$ cat config.mk
export PLATFORM = sky130hd
export DESIGN_NAME = stream_oem_sorter
export DESIGN_NICKNAME = d
export VERILOG_FILES = /design/src/rtl/stream_oem_sorter.sv
export SDC_FILE = /design/constraint.sdc
export NUM_CORES = 1
export LEC_CHECK = 0
export CORE_MARGIN = 2
export CORE_UTILIZATION = 40
export CTS_CLUSTER_SIZE = 8
export DETAILED_ROUTE_END_ITERATION = 12
export SLEW_MARGIN = 15
export SYNTH_ARGS = -nofsm -noshare
export SYNTH_HDL_FRONTEND = slang
export SYNTH_SLANG_ARGS = --single-unit
$ cat constraint.sdc
create_clock -name clk -period 16.1 [get_ports clk]
set_clock_uncertainty 0.1 [all_clocks]
set_input_delay 1.61 -clock clk [delete_from_list [all_inputs] [get_ports clk]]
set_output_delay 1.61 -clock clk [all_outputs]
set_load 0.05 [all_outputs]
$ cat src/rtl/stream_oem_sorter.sv
// Frame-based streaming sorter: loads up to n keyed entries, sorts them in place with
// odd-even transposition passes over a register array, then streams them out in order.
module stream_oem_sorter #(
    parameter int WIDTH   = 3,
    parameter int n       = 16,
    parameter int PW      = 8,
    parameter int DESCEND = 0
) (
    input  logic             clk,
    input  logic             rst,
    input  logic             in_valid,
    output logic             in_ready,
    input  logic [WIDTH-1:0] in_key,
    input  logic [PW-1:0]    in_payload,
    input  logic             in_last,
    output logic             out_valid,
    input  logic             out_ready,
    output logic [WIDTH-1:0] out_key,
    output logic [PW-1:0]    out_payload,
    output logic             out_last,
    output logic             busy
);
    localparam int CW = $clog2(n + 1);
    localparam int IW = $clog2(n);

    typedef enum logic [1:0] {LOAD, SORT, DRAIN} state_t;

    state_t          state;
    logic [CW-1:0]   count;
    logic [CW-1:0]   rd_ptr;
    logic [IW-1:0]   phase;

    logic             pad      [n];
    logic [WIDTH-1:0] key      [n];
    logic [PW-1:0]    payload  [n];
    logic             pad_next [n];
    logic [WIDTH-1:0] key_next [n];
    logic [PW-1:0]    pay_next [n];
    logic [n-2:0]     swap;

    logic accept, xfer, done;
    logic [IW-1:0] rd_idx;

    assign in_ready  = (state == LOAD);
    assign busy      = (state != LOAD);
    assign out_valid = (state == DRAIN);
    assign accept    = in_valid & in_ready;
    assign xfer      = out_valid & out_ready;
    assign done      = xfer & out_last;
    assign rd_idx    = rd_ptr[IW-1:0];

    assign out_key     = out_valid ? key[rd_idx] : '0;
    assign out_payload = out_valid ? payload[rd_idx] : '0;
    assign out_last    = out_valid && (rd_ptr == count - CW'(1));

    // A pad slot orders after every real slot; real slots compare by key.
    generate
        for (genvar gi = 0; gi < n - 1; gi++) begin : g_cmp
            localparam logic PAR = logic'(gi % 2);
            logic after;
            assign after = (pad[gi] & ~pad[gi+1]) |
                           (~pad[gi] & ~pad[gi+1] &
                            ((DESCEND != 0) ? (key[gi] < key[gi+1]) : (key[gi] > key[gi+1])));
            assign swap[gi] = (state == SORT) && (phase[0] == PAR) && after;
        end
    endgenerate

    // Pairs in one phase are disjoint, so applying every active swap in order is safe.
    always_comb begin
        for (int j = 0; j < n; j++) begin
            pad_next[j] = pad[j];
            key_next[j] = key[j];
            pay_next[j] = payload[j];
        end
        for (int j = 0; j < n - 1; j++) begin
            if (swap[j]) begin
                pad_next[j]   = pad[j+1];
                key_next[j]   = key[j+1];
                pay_next[j]   = payload[j+1];
                pad_next[j+1] = pad[j];
                key_next[j+1] = key[j];
                pay_next[j+1] = payload[j];
            end
        end
    end

    generate
        for (genvar gi = 0; gi < n; gi++) begin : g_slot
            always_ff @(posedge clk or posedge rst) begin
                if (rst) begin
                    pad[gi]     <= 1'b1;
                    key[gi]     <= '0;
                    payload[gi] <= '0;
                end else if (accept && (count == CW'(gi))) begin
                    pad[gi]     <= 1'b0;
                    key[gi]     <= in_key;
                    payload[gi] <= in_payload;
                end else if (done) begin
                    pad[gi]     <= 1'b1;
                end else begin
                    pad[gi]     <= pad_next[gi];
                    key[gi]     <= key_next[gi];
                    payload[gi] <= pay_next[gi];
                end
            end
        end
    endgenerate

    always_ff @(posedge clk or posedge rst) begin
        if (rst) begin
            state  <= LOAD;
            count  <= '0;
            phase  <= '0;
            rd_ptr <= '0;
        end else begin
            case (state)
                LOAD: begin
                    if (accept) begin
                        count <= count + CW'(1);
                        if (in_last || (count == CW'(n - 1))) begin
                            state <= SORT;
                            phase <= '0;
                        end
                    end
                end
                SORT: begin
                    if (phase == IW'(n - 1)) begin
                        state  <= DRAIN;
                        rd_ptr <= '0;
                    end else begin
                        phase <= phase + IW'(1);
                    end
                end
                DRAIN: begin
                    if (xfer) begin
                        rd_ptr <= rd_ptr + CW'(1);
                        if (out_last) begin
                            state <= LOAD;
                            count <= '0;
                        end
                    end
                end
                default: state <= LOAD;
            endcase
        end
    end
endmodule

==> After elaboration in Yosys (flattened, before gate mapping) <==
Cells that the tools add are included.
{ "word_totals": {"elab_cells": 453, "regBits": 208, "inputBits": 16, "output_inout_bits": 15} }
{ "op_classes": {"n_reduce_logical": 93, "n_eq_ne": 41, "add_sub_neg": 4, "n_mux": 166, "bitwise_logic": 81, "order_cmp": 16} }
{ "ops": {"columns": ["op", "count"], "rows": [
  ["two-way mux 8 bit", 35],
  ["two-way mux 16 bit", 15],
  ["two-way mux 3 bit", 35],
  ["two-way mux 6 bit", 15],
  ["nonzero test 4 bit", 14],
  ["AND 1 bit", 48],
  ["nonzero test 3 bit", 16],
  ["> comparator 3 bit", 15],
  ["!= test 2 x 1 -> 1 bit (second input constant)", 21],
  ["equality test 5 x 4 -> 1 bit (second input constant)", 8],
  ["two-way mux 2 bit", 20],
  ["logical AND 1 bit", 34],
  ["binary-select mux 8 bit (select 4 bit)", 1],
  ["two-way mux 1 bit", 32],
  ["AND reduction 2 bit", 16],
  ["two-way mux 5 bit", 5],
  ["equality test 5 x 3 -> 1 bit (second input constant)", 4],
  ["case mux 5 bit (2 select lines)", 2],
  ["inverter 1 bit", 17],
  ["OR 1 bit", 15],
  ["binary-select mux 3 bit (select 4 bit)", 1],
  ["two-way mux 4 bit", 3],
  ["nonzero test 2 bit", 6],
  ["adder 5 x 1 -> 5 bit (second input constant)", 2],
  ["other kinds (19)", 21]
]} }

==> Longest topological paths before layout <==
Gate-level depths: netlist (run 1).
{ "depth": {"word_depth": 22, "mapped_depth": 9, "mapped_depth_nobuf": 7} }

==> Worst setup path before layout (run 1) <==
Ideal clock, no wire load.
{ "synth_path": {"path_type": "register to output", "startpoint": "reg rd_ptr[0]", "endpoint": "out out_key[0]", "arrival_time_ps": 2368, "path_stages_with_launch": 6, "path_buffers": 2, "slack_ps": 12022, "t_required_ps": 14390, "cell_sequence": "dfrtp_1 buf_1 clkbuf_1 mux4_2 mux4_2 and2_1"} }
{ "synth_between": {"elab_chain_len": 5} }
{ "synth_lines": {"columns": ["item", "line_no", "text"], "rows": [
  ["from (decl)", "30", "logic [CW-1:0] rd_ptr;"],
  ["from (signal assigned)", "136", "rd_ptr <= rd_ptr + CW'(1);"],
  ["inverter 4 -> 5 bit (not written as such)", "52", "assign out_key = out_valid ? key[rd_idx] : '0;"],
  ["binary-select mux 3 bit (select 4 bit)", "52", null],
  ["two-way mux 3 bit (not written as such) (2 in series)", "52", null],
  ["two-way mux 3 bit", "52", null],
  ["to (decl)", "18", "output logic [WIDTH-1:0] out_key,"]
]} }
No other way between the ends. The select of a mux whose other input is x is not followed.

==> Final worst setup path (run 1) <==
{ "layout_path": {"startpoint": "reg rd_ptr[0]", "endpoint": "out out_payload[1]"} }
{ "layout_between": {"elab_chain_len": 5} }
{ "layout_lines": {"columns": ["item", "line_no", "text"], "rows": [
  ["inverter 4 -> 5 bit (not written as such)", "53", "assign out_payload = out_valid ? payload[rd_idx] : '0;"],
  ["binary-select mux 8 bit (select 4 bit)", "53", null],
  ["two-way mux 8 bit (not written as such) (2 in series)", "53", null],
  ["two-way mux 8 bit", "53", null],
  ["to (decl)", "19", "output logic [PW-1:0] out_payload,"]
]} }
No other way between the ends. The select of a mux whose other input is x is not followed.

==> results.cfg, run 1 <==
[run_status]
status = finished clean

[clock_network]
post_cts_resized = 0
clkTransAtPathRegs_ns = 0.05
cts_buffer_depth = 3
postCtsHoldBufs = 0
htree_levels = 1
cts_tree = yes
cts.sinks = 208
postCtsSetupBuffers = 0
worstSkewPairLatency_ns = 0.55
root_buffer = clkbuf_16
cts_buffers = 29

[floorplanning]
die_area_um2 = 34400
pin_count = 31
core-area_um2 = 32500
rows = 66
start_util_pct = 40.6
die_h_um = 185
dieWidth_um = 185

[drt]
wl_per_cell_um = 25.9
dr.pass1.iters = 6
top_layer_used = met4
drt-initial-drc-count = 1418
m1WireLength_um = 18500
antenna_left = 0
wl_um = 44700
viasPerCell = 6.77
vias = 11700
met3_length_um = 3640
dr_wl_met2_um = 20400
drc_errors = 0

[worst_setup_path]
crit_slowest_cell = clkdlybuf4s50_1
endpoint_kind = output pin
crit_fanout = 44
cp.required_ns = 14.39
crit_path_start_kind = flip-flop
path_class = reg -> out
critPathMaxStageDelay_ns = 0.72
path_common_cell = mux4_2
critPathArrivalTime_ns = 3.64
worst-path-buf-inv = 2
cp_top_family = buffers and inverters
crit_chain = buf_4 > mux4_2 > mux4_2 > and2_1 > clkdlybuf4s50_1

[place]
dpl-instance-area_um2 = 13800
gp_congestion = 0.886
portBuffers = 30
dp_hpwl_um = 30700
dp.cells = 1684

[synthesis]
synth-main-ff-cell = dfrtp_1
syn_area_per_cell_um2 = 10.1
ys_seq_elements = 208
yosysSeqAreaShare_pct = 39.7
syn-num-nets = 1374
synthTopCellsByArea = dfrtp_1 (37%), mux4_2 (9.4%), ha_1 (5.0%)
async_flop_share_pct = 100
yosysTopAreaCell = dfrtp_1
synth.cell_area_um2 = 13200
synth-edff-count = 0
synth_common_cells = dfrtp_1 (192), nand2_1 (100), clkbuf_1 (96)
synth_cells = 1305
synth_cell_type_count = 67
post-synth-top-area-fraction_pct = 36.5
ys_warn_count = 0
synth.most_common_cell = dfrtp_1

[timing]
relSlewSlack_pct = 22.8
period_needed_ns = 5.35
drv_slew = 0
fmax_mhz = 187
hold_viol = 0
rsz0062_at_grt = no
setup_viol = 0
post-route-period-util_pct = 33.2
tightest_slew_ns = 1.15
finalSetupTns_ns = 0

[global_routing]
grt_pass1_vias = 11500
antenna_found_initial = 1
grt-ovfl-total = 0
grt_pass1_wl_um = 69900
grt_max_degree = 136
grt.total_usage_pct = 26.4

[final_layout]
nets = 1342
final_cell_area_um2 = 14600
diodes = 0
fin_cells = 1724
syn2layout_area_growth_pct = 11.0
drive_above_1_share_pct = 11.7
final_core_util_pct = 45.0

[power_and_ir_drop]
power.density_nw_per_um2 = 209
clkPwrFrac_pct = 18.2
vdd_drop_max_mv = 0.132
swShare_pct = 44.0
power_frac_seq_pct = 37.8
cellLeakagePower_nw = 5.87
p_int_mw = 1.71
p_sw_mw = 1.35
combPwrFrac_pct = 44.0

[hold_path]
hold_path_class = reg -> reg

[job]
max-cap-violations = 0
-- kinds of logic (layout without fill, tap and decap cells) --
group,count (synthesis),in the layout,synth area share (%)
XOR/XNOR,12,12,0.798
buffers and inverters,197,174,5.83
AO/OA/AOI/OAI,436,436,24.8
flip-flops,208,208,39.7
multiplexers,85,85,11.7
AND/OR/NAND/NOR,314,314,12.2
adder cells (fa/ha/maj),53,53,5.04
-- cell type report --
class,instances,area [um2]
multi-input combinational,900,7270
fill,3050,17800
clock buffer,39,763
clock inverter,1,8.76
inverter,82,315
timing repair buffer,52,465
sequential,208,5230
tap,442,553
-- stage by stage --
| step | total power, mW | setup WS (ns) | hold slack (ns) |
|---|---|---|---|
| finish | 3.06 | 10.75 | 0.432 |
| CTS | 3.04 | 10.73 | 0.432 |
| global route | 3.25 | 10.62 | 0.457 |
| global placement | 2.44 | 11.34 | 0.419 |
| floorplan | 2.01 | 8.74 | 0.384 |
| detailed placement | 2.48 | 11.30 | 0.419 |
-- placed cells by master, fill, tap and decap left out, types with 30 or more instances in the layout --
cell,n
dfrtp_1,190
o22ai_1,42
a21oi_1,72
clkdlybuf4s50_1,30
ha_1,53
a32o_1,38
o21ai_0,64
inv_1,81
nand2_1,100
mux4_2,55
a221o_1,64
nor2_1,62
-- flip-flops by register name, summed over array words and instances (netlist names) --
name / cells
count: 5
key: 48
pad: 16
payload: 128
phase: 4
rd_ptr: 5
state: 2
-- metal layers --
metal	vias to the layer above	global-route usage [%]
li1	5007	-
met1	5887	35.9
met3	134	4.64
met2	636	41.7
met5	-	0
met4	0	11.0
-- power groups by stage --
stage / logic (mW) / clock network, mW / registers (mW)
2_1_floorplan: 1.06 / 0 / 0.954
3_3_place_gp: 1.29 / 0 / 1.15
3_5_place_dp: 1.33 / 0 / 1.15
4_1_cts: 1.33 / 0.562 / 1.14
5_1_grt: 1.49 / 0.585 / 1.18
6_report: 1.34 / 0.557 / 1.16
-- final timing paths --
kind / from / endpoint / slack [ns] / cells past startpoint
worst max register to register: state[1] / key[41] / 12.63 / 5
worst max-delay path: rd_ptr[0] / out_payload[1] / 10.75 / 5
max in group asynchronous: rst / key[33] / 12.80 / 3
min in group asynchronous: rst / payload[4] / 1.55 / 2
worst min register to register: phase[1] / phase[1] / 0.43 / 1
worst min-delay path: phase[1] / phase[1] / 0.43 / 1
Power figures use the tool's default switching activity.
==> run 2, diff against run 1 <==
Clock period 16.1 ns to 4.5 ns, I/O delays scaled along.
==> run 2 against run 1 <==
Core utilization increased by 0.58 points. Combinational power increased to 3.7 times the previous value. Sequential power grew to 3.5 times the previous value. Global-route usage is 0.28 points lower. First-iteration DRC count shrank 20%.
==> results.cfg, run 2 (same netlist as run 1, synthesis figures left out) <==
[run_status]
status = finished clean

[worst_setup_path]
critPathArrivalTime_ns = 3.49
crit_path_start_kind = flip-flop
critPathMaxStageDelay_ns = 0.72
crit_chain = buf_12 > mux4_2 > mux4_2 > and2_1 > clkdlybuf4s50_1
cp.required_ns = 3.95
ff2ff_path_depth = 6
cp_top_family = buffers and inverters
cp.depth = 5
worst-path-buf-inv = 2
path_common_cell = mux4_2
path_class = reg -> out
crit_fanout = 29
endpoint_kind = output pin
crit_slowest_cell = clkdlybuf4s50_1

[final_layout]
seq_area_um2 = 5230
syn2layout_area_growth_pct = 12.4
final_core_util_pct = 45.6
multiInputGateArea_um2 = 7270
drive_above_1_share_pct = 12.5
num-fill-cells = 3028
reg_top3 = payload: 128 flops, key: 48 flops, pad: 16 flops
layout_commonest_cell = dfrtp_1
diodes = 0
largest_register = payload
nets = 1353
largest_reg_flops = 128
layout_common_cells = dfrtp_1 (190), nand2_1 (100), inv_1 (81)

[global_routing]
met1_usage_pct = 36.1
grt-ovfl-total = 0
grt_pass1_vias = 11600
met3_usage_pct = 3.81
grt_pass1_wl_um = 69400
antenna_found_initial = 1
grt_most_used_layer = met2
grt_max_degree = 78
grt.total_usage_pct = 26.2
met2_usage_pct = 41.5

[clock_network]
cts.sinks = 208
postCtsHoldBufs = 0
htree_levels = 1
cts_buffer_depth = 3
worstSkewPairLatency_ns = 0.56
clkTransAtPathRegs_ns = 0.05
postCtsSetupBuffers = 0
post_cts_resized = 0
cts_buffers = 30
cts_tree = yes
root_buffer = clkbuf_16

[floorplanning]
dieWidth_um = 185
core-area_um2 = 32500
die_h_um = 185
die_area_um2 = 34400
start_util_pct = 40.6
pin_count = 31
rows = 66

[drt]
wl_per_cell_um = 25.3
viasPerCell = 6.61
antenna_left = 0
drc_errors = 0
dr.pass1.iters = 5
vias = 11500
drt-initial-drc-count = 1137
wl_um = 43900

[power_and_ir_drop]
power.total_mw = 11.1
cellLeakagePower_nw = 5.96
vdd_drop_max_mv = 0.498
power.density_nw_per_um2 = 749

[timing]
finalSetupTns_ns = 0
relSlewSlack_pct = 22.8
fmax_mhz = 248
period_needed_ns = 4.04
post-route-period-util_pct = 89.7
tightest_slew_ns = 1.15
whs_ns = 0.292
worst_slack_ns = 0.465
hold_viol = 0
rsz0062_at_grt = no
drv_slew = 0
setup_viol = 0

[job]
max-cap-violations = 0

[place]
gp_congestion = 0.889
dp_hpwl_um = 30700
portBuffers = 30
place_ws_ns = 1.04

[hold_path]
hold_path_class = in -> async
## run 2: per-layer routing
metal  wire [um]  up-vias
li1            -     5035
met1       18700     5803
met2       20300      521
met3        3140      122
met4        1810        0
met5           0        -
## run 2: worst paths after layout
path	startpoint	endpoint	slack, ns
max reg2reg	state[1]	payload[12]	1.09
max in group asynchronous	rst	pad[13]	3.09
max	rd_ptr[1]	out_payload[1]	0.46
min	rst	payload[19]	0.29
min in group clk	phase[1]	phase[1]	0.44
min reg2reg	phase[1]	phase[1]	0.44
## run 2: worst reg2reg max path, stage by stage, from the launching register on
cell	delay, ns
dfrtp_1	0.53
nand3b_1	0.73
nor4_1	0.46
buf_4	0.20
and2_1	0.84
mux2i_1	0.29
a21oi_1	0.10
## run 2: per-stage QoR
| step | cells | area, um2 |
|---|---|---|
| after floorplan | 1305 | 13200 |
| after global placement | 1694 | 14000 |
| after detailed placement | 1694 | 14000 |
| after CTS | 1737 | 14800 |
| after global routing | 1737 | 14800 |
| final | 1737 | 14800 |
## run 2: layout make-up
cell class / count / share of cell area, %
flip-flops and latches: 208 / 35.3
clock buffers: 41 / 5.35
repair buffers: 62 / 3.99
inverters: 82 / 2.11
well taps: 442 / 3.74
clock inverters: 2 / 0.313
multi-input cells: 900 / 49.2
## run 2: report_power, final
part           total (mW)  leakage, nW  internal, mW  switching [mW]
clock network        2.10        0.404          1.26           0.843
logic                4.95         3.03          2.25            2.70
registers            4.04         2.53          2.76            1.27
total                11.1         5.96          6.27            4.81
